$ cat config.mk
export PLATFORM = sky130hd
export DESIGN_NAME = dmem_access_ctrl
export DESIGN_NICKNAME = d
export VERILOG_FILES = /design/src/rtl/dmem_access_ctrl.sv
export SDC_FILE = /design/constraint.sdc
export NUM_CORES = 1
export LEC_CHECK = 0
export ABC_AREA = 1
export CORE_ASPECT_RATIO = 0.6
export CORE_MARGIN = 2
export CORE_UTILIZATION = 45
export CTS_CLUSTER_DIAMETER = 150
export DETAILED_ROUTE_END_ITERATION = 8
export HOLD_SLACK_MARGIN = 0.05
export PLACE_DENSITY = 0.81
export REMOVE_ABC_BUFFERS = 1
export SETUP_SLACK_MARGIN = 0.02
export SLEW_MARGIN = 30
export SYNTH_ARGS = -nofsm -noshare
export SYNTH_HDL_FRONTEND = slang
export SYNTH_SLANG_ARGS = --single-unit
$ cat constraint.sdc
create_clock -name clk -period 1.97 [get_ports clk]
set_clock_uncertainty 0.2 [all_clocks]
set_input_delay 0.197 -clock clk [delete_from_list [all_inputs] [get_ports clk]]
set_output_delay 0.197 -clock clk [all_outputs]
set_load 0.03 [all_outputs]
$ cat src/rtl/dmem_access_ctrl.sv
// dmem_access_ctrl: MEM-stage data-memory sequencer with req/ack handshake, lane formatting and error aborts.
module dmem_access_ctrl #(
  parameter int unsigned TIMEOUT_CYCLES = 255
) (
  input  logic        clk,
  input  logic        rst,
  input  logic        DMWr_me,
  input  logic [1:0]  RUDataWrSrc_me,
  input  logic [2:0]  DMCtrl_me,
  input  logic [31:0] ALURes_me,
  input  logic [31:0] RUrs2_me,
  input  logic        mem_ack,
  input  logic [31:0] mem_rdata,
  output logic        mem_req,
  output logic        mem_we,
  output logic [31:0] mem_addr,
  output logic [3:0]  mem_be,
  output logic [31:0] mem_wdata,
  output logic [31:0] DMDataRd_me,
  output logic        stall_o,
  output logic        access_err_o,
  output logic        timeout_err_o
);
  typedef enum logic [1:0] {IDLE, WAIT, DONE} state_t;
  state_t state_q, state_d;
  logic [15:0] cnt_q, cnt_d;
  logic [2:0] ctrl_q, ctrl_d;
  logic [1:0] lane_q, lane_d;
  logic mem_req_q, mem_req_d, mem_we_q, mem_we_d, tout_q, tout_d;
  logic [31:0] mem_addr_q, mem_addr_d, mem_wdata_q, mem_wdata_d, rd_q, rd_d;
  logic [3:0] mem_be_q, mem_be_d;
  logic acc, misal, illegal, legal, tmo;
  logic [3:0] be;
  logic [31:0] wdata, byte_sh, ld_fmt;
  logic [15:0] half_sel;
  always_comb begin
    acc = DMWr_me | (RUDataWrSrc_me == 2'b01);
    misal = (DMCtrl_me[1:0] == 2'b01 & ALURes_me[0]) | (DMCtrl_me[1:0] == 2'b10 & ALURes_me[1:0] != 2'b00);
    illegal = DMCtrl_me == 3'b011 | DMCtrl_me[2:1] == 2'b11 | (DMWr_me & DMCtrl_me[2]);
    legal = ~misal & ~illegal;
    be = DMCtrl_me[1] ? 4'b1111 : DMCtrl_me[0] ? (ALURes_me[1] ? 4'b1100 : 4'b0011) : 4'b0001 << ALURes_me[1:0];
    wdata = DMCtrl_me[1] ? RUrs2_me : DMCtrl_me[0] ? {2{RUrs2_me[15:0]}} : {4{RUrs2_me[7:0]}};
    byte_sh = mem_rdata >> {lane_q, 3'b000};
    half_sel = lane_q[1] ? mem_rdata[31:16] : mem_rdata[15:0];
    ld_fmt = ctrl_q[1] ? mem_rdata
           : ctrl_q[0] ? {ctrl_q[2] ? 16'h0 : {16{half_sel[15]}}, half_sel}
           : {ctrl_q[2] ? 24'h0 : {24{byte_sh[7]}}, byte_sh[7:0]};
    tmo = cnt_q == 16'(TIMEOUT_CYCLES - 1);
    state_d = state_q;
    cnt_d = cnt_q;
    ctrl_d = ctrl_q;
    lane_d = lane_q;
    mem_req_d = mem_req_q;
    mem_we_d = mem_we_q;
    mem_addr_d = mem_addr_q;
    mem_be_d = mem_be_q;
    mem_wdata_d = mem_wdata_q;
    rd_d = rd_q;
    tout_d = 1'b0;
    case (state_q)
      IDLE: begin
        if (acc & legal) begin
          state_d = WAIT;
          mem_req_d = 1'b1;
          mem_we_d = DMWr_me;
          mem_addr_d = {ALURes_me[31:2], 2'b00};
          mem_be_d = be;
          mem_wdata_d = wdata;
          ctrl_d = DMCtrl_me;
          lane_d = ALURes_me[1:0];
          cnt_d = 16'd0;
        end else if (acc) rd_d = 32'h0;
      end
      WAIT: begin
        cnt_d = cnt_q + 16'd1;
        if (mem_ack | tmo) begin
          state_d = DONE;
          mem_req_d = 1'b0;
          mem_we_d = 1'b0;
          mem_be_d = 4'b0000;
          // an ack in the final timeout cycle still completes normally
          rd_d = mem_ack ? (mem_we_q ? rd_q : ld_fmt) : 32'h0;
          tout_d = ~mem_ack;
        end
      end
      default: state_d = IDLE;
    endcase
  end
  always_ff @(posedge clk) begin
    if (rst) begin
      state_q <= IDLE;
      cnt_q <= '0;
      ctrl_q <= '0;
      lane_q <= '0;
      mem_req_q <= 1'b0;
      mem_we_q <= 1'b0;
      mem_addr_q <= '0;
      mem_be_q <= '0;
      mem_wdata_q <= '0;
      rd_q <= '0;
      tout_q <= 1'b0;
    end else begin
      state_q <= state_d;
      cnt_q <= cnt_d;
      ctrl_q <= ctrl_d;
      lane_q <= lane_d;
      mem_req_q <= mem_req_d;
      mem_we_q <= mem_we_d;
      mem_addr_q <= mem_addr_d;
      mem_be_q <= mem_be_d;
      mem_wdata_q <= mem_wdata_d;
      rd_q <= rd_d;
      tout_q <= tout_d;
    end
  end
  assign mem_req = mem_req_q;
  assign mem_we = mem_we_q;
  assign mem_addr = mem_addr_q;
  assign mem_be = mem_be_q;
  assign mem_wdata = mem_wdata_q;
  assign DMDataRd_me = rd_q;
  assign timeout_err_o = tout_q;
  assign stall_o = acc & legal & (state_q != DONE);
  assign access_err_o = acc & ~legal;
endmodule

== Word-level counts from Yosys, hierarchy flattened ==
Cells that the tools add are included.
Storage, ports and cells
  bits in latches: 0
  ROM bits: 0
  output and inout port bits: 105
  memories: 0
  bits in writable memories: 0
  register bits after elaboration: 124
Operators by class
  reductions and logical operators: 9
  multiply operators: 0
  shifts and indexed selects: 2
  order comparisons: 0
  div/mod/pow operators: 0
  equality and inequality tests: 13
  bitwise logic cells: 18
  add/sub/neg operators: 1
  muxes and demuxes: 29
Operators by type and width (count)
  2-to-1 mux 32 bit: 9
  one-hot mux 32 bit (2 select lines): 1
  2-to-1 mux 16 bit: 3
  one-hot mux 16 bit (2 select lines): 1
  >> shifter 32 x 5 -> 8 bit: 1
  2-to-1 mux 24 bit: 1
  2-to-1 mux 4 bit: 5
  adder 16 x 1 -> 16 bit (second input constant): 1
  == test 16 x 8 -> 1 bit (second input constant): 1
  inequality test 2 bit (second input constant): 5
  one-hot mux 4 bit (2 select lines): 1
  bitwise AND 1 bit: 7
  == test 2 x 1 -> 1 bit (second input constant): 3
  inverter 1 bit: 6
  AND reduction 2 bit: 3
  OR 1 bit: 5
  AND reduction 5 bit: 1
  == test 2 bit (second input constant): 2
  2-to-1 mux 2 bit: 2
  one-hot mux 1 bit (2 select lines): 2
  one-hot mux 2 bit (2 select lines): 1
  nonzero test 2 bit: 2
  left shift 1 x 2 -> 4 bit (first input constant): 1
  == test 3 x 2 -> 1 bit (second input constant): 1
  5 further kinds: 7

== Logic depth before layout (Yosys ltp) ==
Gate-level depths: netlist (run 1).
  depth after elaboration: 8
  mapped depth: 12

== Least setup slack after synthesis (run 1) ==
No wires, ideal clock.
  path type: flip-flop to flip-flop
  from: register cnt_q[0]
  to: register cnt_q[12]
  slack: 0.282 ns
  period minus slack after synthesis: 1.688 ns
  buffers on the path: 0
  arrival time: 1.372 ns
  setup time: 0.116 ns
  required time: 1.654 ns
  stages on the path, launching flop included: 9
  cell sequence: dfxtp_1 -> ha_1 -> nand2_1 -> nor2_1 -> nand2_1 -> nor4_1 -> nand3_1 -> nand2_1 -> a21oi_1
On the way
  word-level cells in the longest chain between the ends: 2
Ends and longest elaborated chain
  from (decl): line 26  | logic [15:0] cnt_q, cnt_d;
  from (signal assigned): line 104  | cnt_q <= cnt_d;
  adder 16 x 1 -> 16 bit: line 75  | cnt_d = cnt_q + 16'd1;
  one-hot mux 16 bit (2 select lines): line 60  | case (state_q)
Every way passes these cells.
A chain may end at the register's enable or synchronous reset.

== Worst setup path in the final report (run 1) ==
  from: register mem_wdata_q[29], in the netlist mem_wdata[29]
  to: output port mem_wdata[29]
RTL lines
  from (decl): line 30  | logic [31:0] mem_addr_q, mem_addr_d, mem_wdata_q, mem_wdata_d, rd_q, rd_d;
  from (signal assigned): line 111  | mem_wdata_q <= mem_wdata_d;
  to (decl): line 18  | output logic [31:0] mem_wdata,
No word-level cell between the ends.

==> results.sh, run 1 <==
export IMPL_grtUsageTotal_pct=27.32
export IMPL_cp_max_fo=2
export IMPL_drtAntennaViolNets=0
export IMPL_cts_max_level=4
export IMPL_clockRootBuffer="clkbuf_16"
export IMPL_end_kind="output port"
export IMPL_cts_tree="done"
export IMPL_cts_path_max_buffers=2
export IMPL_nets=1176
export IMPL_arrival_ns=1.48
export IMPL_fin_crit_ns=1.875
export IMPL_antenna_found_initial=0
export IMPL_via_per_inst=5.177
export IMPL_fill_cells=1040
export IMPL_cp_cell_sequence="clkdlybuf4s50_1"
export IMPL_place_hpwl_mm=13.62
export IMPL_dp_slack_ns=-0.2465
export IMPL_async_flop_share_pct=0
export IMPL_synth_seq_cells=124
export IMPL_synthFlopType="dfxtp_1"
export IMPL_grt_pass1_wl_mm=29.95
export IMPL_criticalPathCategory="flop to output port"
export IMPL_pwr_share_clk_pct=41.7
export IMPL_required_ns=1.57
export IMPL_routabilityCongestion=0.8758
export IMPL_swShare_pct=30.96
export IMPL_io_buffers=207
export IMPL_synth_edf_count=0
export IMPL_p_comb_share_pct=20.8
export IMPL_fmax_ghz=0.5333
export IMPL_vias=6481
export IMPL_dr_pass1_iters=5
export IMPL_yosysTopAreaCellShare_pct=42.95
export IMPL_dr_first_iter_drc_count=580
export IMPL_setup_worst_path_start_class="flop"
export IMPL_slew_headroom_pct=59.72
export IMPL_remaining_drc_errors=0
export IMPL_worstHoldPathType="primary input to flop"
export IMPL_p_sw_w=0.002225
export IMPL_clk_pin_slew_ns=0.06
export IMPL_post_dp_cell_area_sq_um=8253
export IMPL_drt_wirelength_per_cell_microns=15.15
export IMPL_min_period_over_period_pct=95.18
export IMPL_wl_mm=18.97
export IMPL_grt_pass1_vias=6044
export IMPL_avgSynthCellArea_sq_um=6.848
export IMPL_cap_violations=0
export IMPL_slowest_stage="clkdlybuf4s50_1"
export IMPL_start_util_pct=45.53
export IMPL_dieArea_sq_um=13800
export IMPL_outcome="completed"
export IMPL_finalHoldViolations=0
export IMPL_synth_top_cell_by_area="dfxtp_1"
export IMPL_seq_power_share_pct=37.5
export IMPL_tightest_slew_ns=0.6036
export IMPL_fp_row_count=32
export IMPL_area_growth_pct=54.21
export IMPL_synth_area_leaders="dfxtp_1, nand2_1, a21oi_1"
export IMPL_cp_top_family="buffers and inverters"
export IMPL_drive_gt1_share_pct=10.81
export IMPL_ys_types=34
export IMPL_diodes=0
export IMPL_r2r_slack_ns=0.16
export IMPL_grt_max_degree=90
export IMPL_fp_dieH_microns=91.78
export IMPL_worstSkewPairLatency_ns=0.41
export IMPL_ios=210
export IMPL_crit_buf_inv=1
export IMPL_syn_inst=844
export IMPL_rsz0062_at_grt="yes"
export IMPL_clock_sinks=124
export IMPL_leakage_nw=3.452
export IMPL_p_int_w=0.004962
export IMPL_coreArea_sq_um=12690
export IMPL_syn_area_sq_um=5779
export IMPL_setup_ws_ns=0.09493
export IMPL_stdcell_area_sq_um=8912
export IMPL_max_stage_delay_ns=0.70
export IMPL_slew_viol_final=0
export IMPL_ir_worst_vdd_uv=708.7
export IMPL_dieWidth_microns=150.3
export IMPL_gr_total_overflow=0
export IMPL_final_setup_viol_count=0
export IMPL_powerDensity_nw_per_um2=806.4
export IMPL_ys_warnings_count=0
export IMPL_synth_seq_area_share_pct=42.95
export IMPL_cts_buffers_inserted=17
-- path summary, 6_finish.rpt --
kind / from / end / cells past startpoint
worst max-delay path: mem_wdata[29] / mem_wdata[29] / 1
worst min-delay path: DMCtrl_me[2] / ctrl_q[2] / 4
worst max register to register: state_q[1] / DMDataRd_me[0] / 8
worst min register to register: mem_addr[14] / mem_addr[14] / 2
-- worst register-to-register path, cell delays in order (launching register included) --
cell     delay [ns]
dfxtp_1        0.35
nor2_2         0.25
nand4_1        0.23
nand2_2        0.16
nand2_2        0.09
inv_2          0.18
o21ai_0        0.12
nand2_1        0.08
nor2_1         0.04
-- Yosys cell counts (all sizes together), types with 2 or more instances --
cell    count
nand2     212
dfxtp     124
nor2      114
a21oi     109
o21ai      67
inv        55
nand3      46
buf        28
clkbuf     26
a21boi     16
a31oi      16
nor3        9
o21bai      6
nand4       4
ha          2
nor4        2
-- per-layer routing --
layer | GRT usage (%) | share of wire [%]
met1 | 36.78 | 45
met3 | 8.259 | 9.3
met2 | 42.69 | 45
met4 | 7.154 | 0.98
met5 | 0 | 0
-- layout make-up --
cell class / count / area, sq um / area share [%]
multi-input combinational: 611 / 2874 / 32.25
timing repair buffer: 259 / 2566 / 28.79
sequential: 124 / 2484 / 27.87
clock buffer: 18 / 439.2 / 4.928
inverter: 56 / 212.7 / 2.387
tap: 170 / 212.7 / 2.387
clock inverter: 14 / 123.9 / 1.390
-- metrics by stage --
step	power, W	util [%]	setup TNS (ns)	hold slack, ns	cells
3_5_place_dp	0.004210	65.02	-13.76	0.2546	1216
4_1_cts	0.007194	69.61	0	0.1147	1250
6_report	0.007187	70.22	0	0.07585	1252
3_3_place_gp	0.004192	65.02	-5.914	0.2479	1216
2_1_floorplan	0.003416	-	-27.94	0.06607	791
5_1_grt	0.007470	70.22	0	0.1175	1252
-- kinds of logic after synthesis --
| group | count (synthesis) | share of synthesized area [%] |
|---|---|---|
| AND/OR/NAND/NOR | 389 | 27.71 |
| AO/OA/AOI/OAI | 218 | 20.57 |
| flip-flops | 124 | 42.95 |
| buffers and inverters | 110 | 8.270 |
| adder cells (fa/ha/maj) | 2 | 0.4329 |
| other | 1 | 0.06489 |
-- layout by cell type, fill, tap and decap left out, types with 2 or more instances in the layout --
| master | n |
|---|---|
| dlygate4sd2_1 | 2 |
| a31oi_1 | 16 |
| inv_6 | 6 |
| clkdlybuf4s50_1 | 200 |
| inv_1 | 48 |
| o21ai_2 | 3 |
| nor2_2 | 3 |
| nor2_4 | 2 |
| nand4_1 | 4 |
| o21ai_0 | 63 |
| a21oi_1 | 108 |
| nor2_1 | 109 |
| dlygate4sd3_1 | 2 |
| nor3_1 | 7 |
| clkbuf_16 | 17 |
| nand3_1 | 41 |
| nand3_4 | 2 |
| a21boi_0 | 15 |
| nand2_2 | 6 |
| nand3_2 | 3 |
| o21bai_1 | 6 |
| clkinvlp_4 | 3 |
| dfxtp_1 | 123 |
| buf_4 | 44 |
| nand2_1 | 206 |
| inv_8 | 2 |
| dlymetal6s2s_1 | 2 |
| inv_2 | 6 |
| buf_12 | 8 |
| clkinv_4 | 3 |
| conb_1 | 2 |
| ha_1 | 2 |
-- flip-flops by register name (all words and copies together) (netlist names) --
register,count
state_q,2
DMDataRd_me,32
mem_we,1
timeout_err_o,1
mem_req,1
mem_wdata,32
ctrl_q,3
cnt_q,16
lane_q,2
mem_be,4
mem_addr,30
-- what timing repair did --
action	in CTS	in global routing
endpoints found under the hold margin	10	1
hold buffers	1	1
resized for setup	3	19
setup endpoints to repair	2	38
pin swaps	1	1
buffers inserted	1	1
-- power groups by stage --
stage                     Combinational (W)  Clock [W]  Sequential [W]
after floorplan                    0.000466          0         0.00295
after global placement              0.00145          0         0.00275
after detailed placement            0.00146          0         0.00275
after CTS                           0.00147    0.00302         0.00269
after global routing                0.00160    0.00316         0.00271
final                               0.00149    0.00300         0.00270
(Power assumes the default switching activity.)
==> run 2: changes to the inputs <==
GPL_TIMING_DRIVEN = 0   (was unset)
==> run 2 against run 1 <==
Compared with the run above: register-to-register slack worse by 0.14 ns; via count is 1.4% higher; sequential cell count stayed put; clock power is 12% higher; routed wire length is 7.7% higher; combinational power hardly changed; largest power group unchanged; highest routed layer unchanged.
==> results.sh, run 2 (synthesis results as in run 1) <==
export IMPL_setup_ws_ns=0.02333
export IMPL_outcome="completed"
export IMPL_worstHoldPathCells=3
export IMPL_slew_viol_final=0
export IMPL_antenna_found_initial=0
export IMPL_r2r_start="cnt_q[1]"
export IMPL_grtUsageTotal_pct=29.56
export IMPL_drtAntennaViolNets=0
export IMPL_swShare_pct=28.77
export IMPL_p_comb_share_pct=19.9
export IMPL_cts_max_level=4
export IMPL_worstSkewPairLatency_ns=0.41
export IMPL_worstHoldPathType="primary input to flop"
export IMPL_place_hpwl_mm=12.24
export IMPL_regArea_sq_um=2492
export IMPL_remaining_drc_errors=0
export IMPL_fp_row_count=32
export IMPL_dr_pass1_iters=5
export IMPL_dieWidth_microns=150.3
export IMPL_drive_gt1_share_pct=10.25
export IMPL_criticalPathCategory="flop to flop"
export IMPL_cts_path_max_buffers=2
export IMPL_vias=6570
export IMPL_grt_max_degree=64
export IMPL_routabilityCongestion=0.8652
export IMPL_setup_tns_ns=0
export IMPL_dieArea_sq_um=13800
export IMPL_via_per_inst=5.368
export IMPL_fill_cells=1051
export IMPL_dr_first_iter_drc_count=578
export IMPL_coreArea_sq_um=12690
export IMPL_arrival_ns=2.05
export IMPL_seq_power_share_pct=35.7
export IMPL_diodes=0
export IMPL_end_kind="flop"
export IMPL_cts_tree="done"
export IMPL_cp_max_fo=4
export IMPL_drt_wirelength_per_cell_microns=16.69
export IMPL_clock_sinks=124
export IMPL_tightest_slew_ns=0.4999
export IMPL_fp_dieH_microns=91.78
export IMPL_rsz0062_at_grt="yes"
export IMPL_ir_worst_vdd_uv=586.7
export IMPL_slew_headroom_pct=66.60
export IMPL_powerDensity_nw_per_um2=847.6
export IMPL_final_setup_viol_count=0
export IMPL_setup_worst_path_start_class="flop"
export IMPL_grt_pass1_wl_mm=31.77
export IMPL_fin_crit_ns=1.947
export IMPL_cap_violations=0
export IMPL_start_util_pct=45.53
export IMPL_finalHoldViolations=0
export IMPL_ios=210
export IMPL_grt_pass1_vias=6163
export IMPL_pwr_share_clk_pct=44.3
export IMPL_min_to="mem_addr[28]"
export IMPL_nets=1148
export IMPL_area_growth_pct=54.77
export IMPL_min_from="ALURes_me[28]"
export IMPL_leakage_nw=3.333
export IMPL_final_cell_mix="nand2_1, clkdlybuf4s50_1, dfxtp_1, a21oi_1, nor2_1"
export IMPL_reg2reg_to="cnt_q[14]"
export IMPL_p_int_w=0.005400
export IMPL_clockRootBuffer="clkbuf_16"
export IMPL_io_buffers=207
export IMPL_worstRegToRegCells=8
export IMPL_multiInputGateArea_sq_um=3079
export IMPL_r2r_slack_ns=0.02
export IMPL_dp_slack_ns=-1.887
export IMPL_required_ns=2.07
export IMPL_wl_mm=20.43
export IMPL_gr_total_overflow=0
export IMPL_fmax_ghz=0.5137
export IMPL_final_util_pct=70.48
export IMPL_min_period_over_period_pct=98.82
export IMPL_p_sw_w=0.002181
export IMPL_clk_pin_slew_ns=0.06
export IMPL_cts_buffers_inserted=17
[run 2: changes by cell type in the layout (fill, tap and decap cells not counted), sizes merged, moves of 2 or more]
| cell | delta |
|---|---|
| clkinvlp | +3 |
| inv | -8 |
| bufinv | +4 |
| clkdlybuf4s50 | +2 |
| clkinv | +2 |
| buf | -34 |
| dlymetal6s2s | -2 |
| nand3 | +5 |
[run 2: metal layers]
metal	up-vias	global-route usage (%)	wire length, microns
met5	-	0	0
met4	0	8.648	437
met3	43	10.70	2208
met2	341	45.64	9111
met1	3007	38.77	8677
li1	3179	-	-
[run 2: what timing repair did]
item	4_1_cts	5_1_grt
cloned	7	1
setup buffers	11	2
resized for setup	49	33
hold endpoints to repair	46	0
pin swaps	8	4
hold buffers	2	0
endpoints found under the setup margin	124	77
[run 2: worst max path at each step]
stage                            start       endpoint  cells after the start
after floorplan           DMCtrl_me[1]      mem_be[1]                      7
after global routing          cnt_q[1]      cnt_q[14]                      8
after global placement             rst      ctrl_q[2]                      4
final                         cnt_q[1]      cnt_q[14]                      8
after CTS                 ALURes_me[0]        stall_o                      7
after detailed placement  DMCtrl_me[0]  mem_wdata[25]                      8
[run 2: worst max-delay path, cell delays in order (launching register included)]
cell and delay, ns:
dfxtp_1 0.38, ha_1 0.19, nand2_1 0.08, nor2_2 0.17
nand2_1 0.20, nor3_2 0.24, nand3_1 0.14, o21ai_0 0.17
a21oi_1 0.07
[run 2: stage by stage]
step / cells / cell area, sq um / total power, W / hold slack (ns)
after CTS: 1221 / 8811 / 0.007559 / 0.1198
after detailed placement: 1169 / 7831 / 0.004054 / 0.2559
after floorplan: 791 / 5515 / 0.003416 / 0.06607
final: 1224 / 8945 / 0.007582 / 0.1301
after global routing: 1224 / 8945 / 0.007869 / 0.1388
after global placement: 1168 / 7800 / 0.004043 / 0.2504
[run 2: layout make-up]
cell class	count	share of cell area (%)
inverter	56	2.798
timing repair buffer	223	25.32
tap	170	2.378
timing repair inverter	2	0.1259
sequential	124	27.86
clock inverter	13	2.140
clock buffer	19	4.952
multi-input combinational	617	34.42
[run 2: power by group through the flow]
stage / clock network, W / logic [W] / registers, W
final: 0.00336 / 0.00151 / 0.00271
after CTS: 0.00340 / 0.00146 / 0.00271
after floorplan: 0 / 0.000466 / 0.00295
after global routing: 0.00353 / 0.00161 / 0.00272
after detailed placement: 0 / 0.00130 / 0.00275
after global placement: 0 / 0.00129 / 0.00275
==> run 3: changes to the inputs <==
CORE_MARGIN = 4   (was 2)
CTS_CLUSTER_SIZE = 25   (was unset)
GPL_ROUTABILITY_DRIVEN = 0   (was unset)
==> run 3 against run 2 <==
Compared with the run above: routed wire length grew 3.4%; via count shrank 0.14%; clock power shrank 3%; cell area shrank 0.14%; count of clock-buffer cells in the layout grew 2; largest cell class unchanged; largest power group unchanged.
==> results.sh, run 3 (synthesis results as in run 1) <==
export IMPL_crit_buf_inv=2
export IMPL_drtAntennaViolNets=0
export IMPL_dp_slack_ns=-1.966
export IMPL_stdcell_area_sq_um=8932
export IMPL_remaining_drc_errors=0
export IMPL_arrival_ns=1.50
export IMPL_final_common_cell="nand2_1"
export IMPL_slew_viol_final=0
export IMPL_via_per_inst=5.382
export IMPL_cp_max_fo=4
export IMPL_wl_mm=21.14
export IMPL_slowest_stage="clkdlybuf4s50_1"
export IMPL_setup_tns_ns=0
export IMPL_end_kind="output port"
export IMPL_grt_pass1_vias=5965
export IMPL_worstSetupStartpoint="DMWr_me"
export IMPL_grt_pass1_wl_mm=31.88
export IMPL_cts_path_max_buffers=2
export IMPL_place_hpwl_mm=12.83
export IMPL_layout_cells_non_filler=1219
export IMPL_start_util_pct=47.00
export IMPL_leakage_nw=3.345
export IMPL_clk_pin_slew_ns=0.05
export IMPL_fin_crit_ns=1.902
export IMPL_final_setup_viol_count=0
export IMPL_diodes=0
export IMPL_setup_ws_ns=0.06827
export IMPL_grtUsageTotal_pct=27.50
export IMPL_dp_cells=1164
export IMPL_io_buffers=207
export IMPL_endpoint="access_err_o"
export IMPL_slew_headroom_pct=43.38
export IMPL_cts_buffers_inserted=17
export IMPL_worstSkewPairLatency_ns=0.41
export IMPL_tightest_slew_ns=0.8483
export IMPL_dieWidth_microns=154.3
export IMPL_final_cell_mix="nand2_1, clkdlybuf4s50_1, dfxtp_1, a21oi_1, nor2_1"
export IMPL_gr_total_overflow=0
export IMPL_reg2reg_to="DMDataRd_me[21]"
export IMPL_cts_tree="done"
export IMPL_dieArea_sq_um=14780
export IMPL_fp_dieH_microns=95.78
export IMPL_clockRootBuffer="clkbuf_16"
export IMPL_cp_cell_sequence="clkdlybuf4s50_1 -> nand2_1 -> nand3_2 -> nand2_4 -> a21oi_1 -> clkdlybuf4s15_2"
export IMPL_worstHoldPathType="primary input to flop"
export IMPL_cp_top_family="buffers and inverters"
export IMPL_fmax_ghz=0.5258
export IMPL_fp_row_count=31
export IMPL_dr_pass1_iters=6
export IMPL_drt_wirelength_per_cell_microns=17.34
export IMPL_drive_gt1_share_pct=9.583
export IMPL_coreArea_sq_um=12300
export IMPL_cts_max_level=4
export IMPL_powerDensity_nw_per_um2=838.1
export IMPL_cp_depth=6
export IMPL_ir_worst_vdd_uv=702.0
export IMPL_cap_violations=0
export IMPL_antenna_found_initial=0
export IMPL_rsz0062_at_grt="yes"
export IMPL_post_dp_cell_area_sq_um=7825
export IMPL_criticalPathCategory="primary input to output port"
export IMPL_max_stage_delay_ns=0.55
export IMPL_outcome="completed"
export IMPL_ios=210
export IMPL_setup_worst_path_start_class="primary input"
export IMPL_r2r_slack_ns=0.09
export IMPL_r2r_start="cnt_q[1]"
export IMPL_clock_sinks=124
export IMPL_grt_max_degree=64
export IMPL_vias=6561
export IMPL_worstRegToRegCells=10
export IMPL_finalHoldViolations=0
export IMPL_dr_first_iter_drc_count=715
export IMPL_required_ns=1.57
export IMPL_area_growth_pct=54.56
export IMPL_nets=1148
export IMPL_min_period_over_period_pct=96.53
-- run 3: cell count changes in the layout (fill, tap and decap cells not counted), sizes merged --
| cell | previous run | this run |
|---|---|---|
| clkbuf | 19 | 21 |
| inv | 55 | 53 |
| buf | 19 | 18 |
| clkdlybuf4s15 | 0 | 1 |
| clkinv | 6 | 7 |
| clkinvlp | 6 | 5 |
-- run 3: worst min path at each step --
stage | start | endpoint | slack, ns | depth (start not counted)
floorplan | rst | DMDataRd_me[10] | 0.07 | 1
global placement | mem_req | mem_req | 0.25 | 2
detailed placement | mem_addr[20] | mem_addr[20] | 0.26 | 2
CTS | rst | DMDataRd_me[11] | 0.04 | 3
global route | rst | cnt_q[6] | 0.05 | 3
finish | rst | mem_we | 0.03 | 3
-- run 3: cell type report --
| type | instances | area, sq um |
|---|---|---|
| flip-flops and latches | 124 | 2490 |
| repair buffers | 223 | 2268 |
| multi-input cells | 617 | 3080 |
| inverters | 56 | 261.5 |
| well taps | 165 | 206.4 |
| fillers | 975 | 3363 |
| clock buffers | 21 | 470.5 |
| clock inverters | 11 | 141.4 |
| repair inverters | 2 | 13.76 |
-- run 3: metrics by stage --
step           total power, W  utilization [%]  hold slack, ns
6_report             0.007486            72.65         0.03475
5_1_grt              0.007735            72.65         0.05484
4_1_cts              0.007428            71.41         0.03592
3_5_place_dp         0.004057            63.64          0.2557
3_3_place_gp         0.004042            63.39          0.2489
2_1_floorplan        0.003416                -         0.06607
-- run 3: power by group --
group          internal (W)  leakage, nW  switching (W)
sequential          0.00263         1.01      0.0000832
clock               0.00208        0.295        0.00117
combinational      0.000616         2.04       0.000906
-- run 3: metal layers --
metal  up-vias  global-route usage (%)  part of all wire [%]
met4         0                   8.450                   1.5
met5         -                       0                     0
met3        30                   10.78                    11
met1      3026                   36.43                    42
met2       321                   41.65                    45
li1       3184                       -                     -
-- run 3: timing repair --
item,in CTS,in global routing
gates resized for setup,50,31
setup buffers,9,4
hold buffers,2,0
hold endpoints to repair,40,0
setup endpoints to repair,124,92
cloned,7,1
pin swaps,7,6
-- run 3: worst register-to-register path, cell delays in order (launching register included) --
cell	delay, ns
dfxtp_1	0.39
ha_1	0.17
nand3_1	0.10
nor2_2	0.20
nand2_4	0.11
nand3_4	0.14
buf_12	0.16
nand3_1	0.08
nor2_1	0.10
nor2_1	0.05
nor2_1	0.11
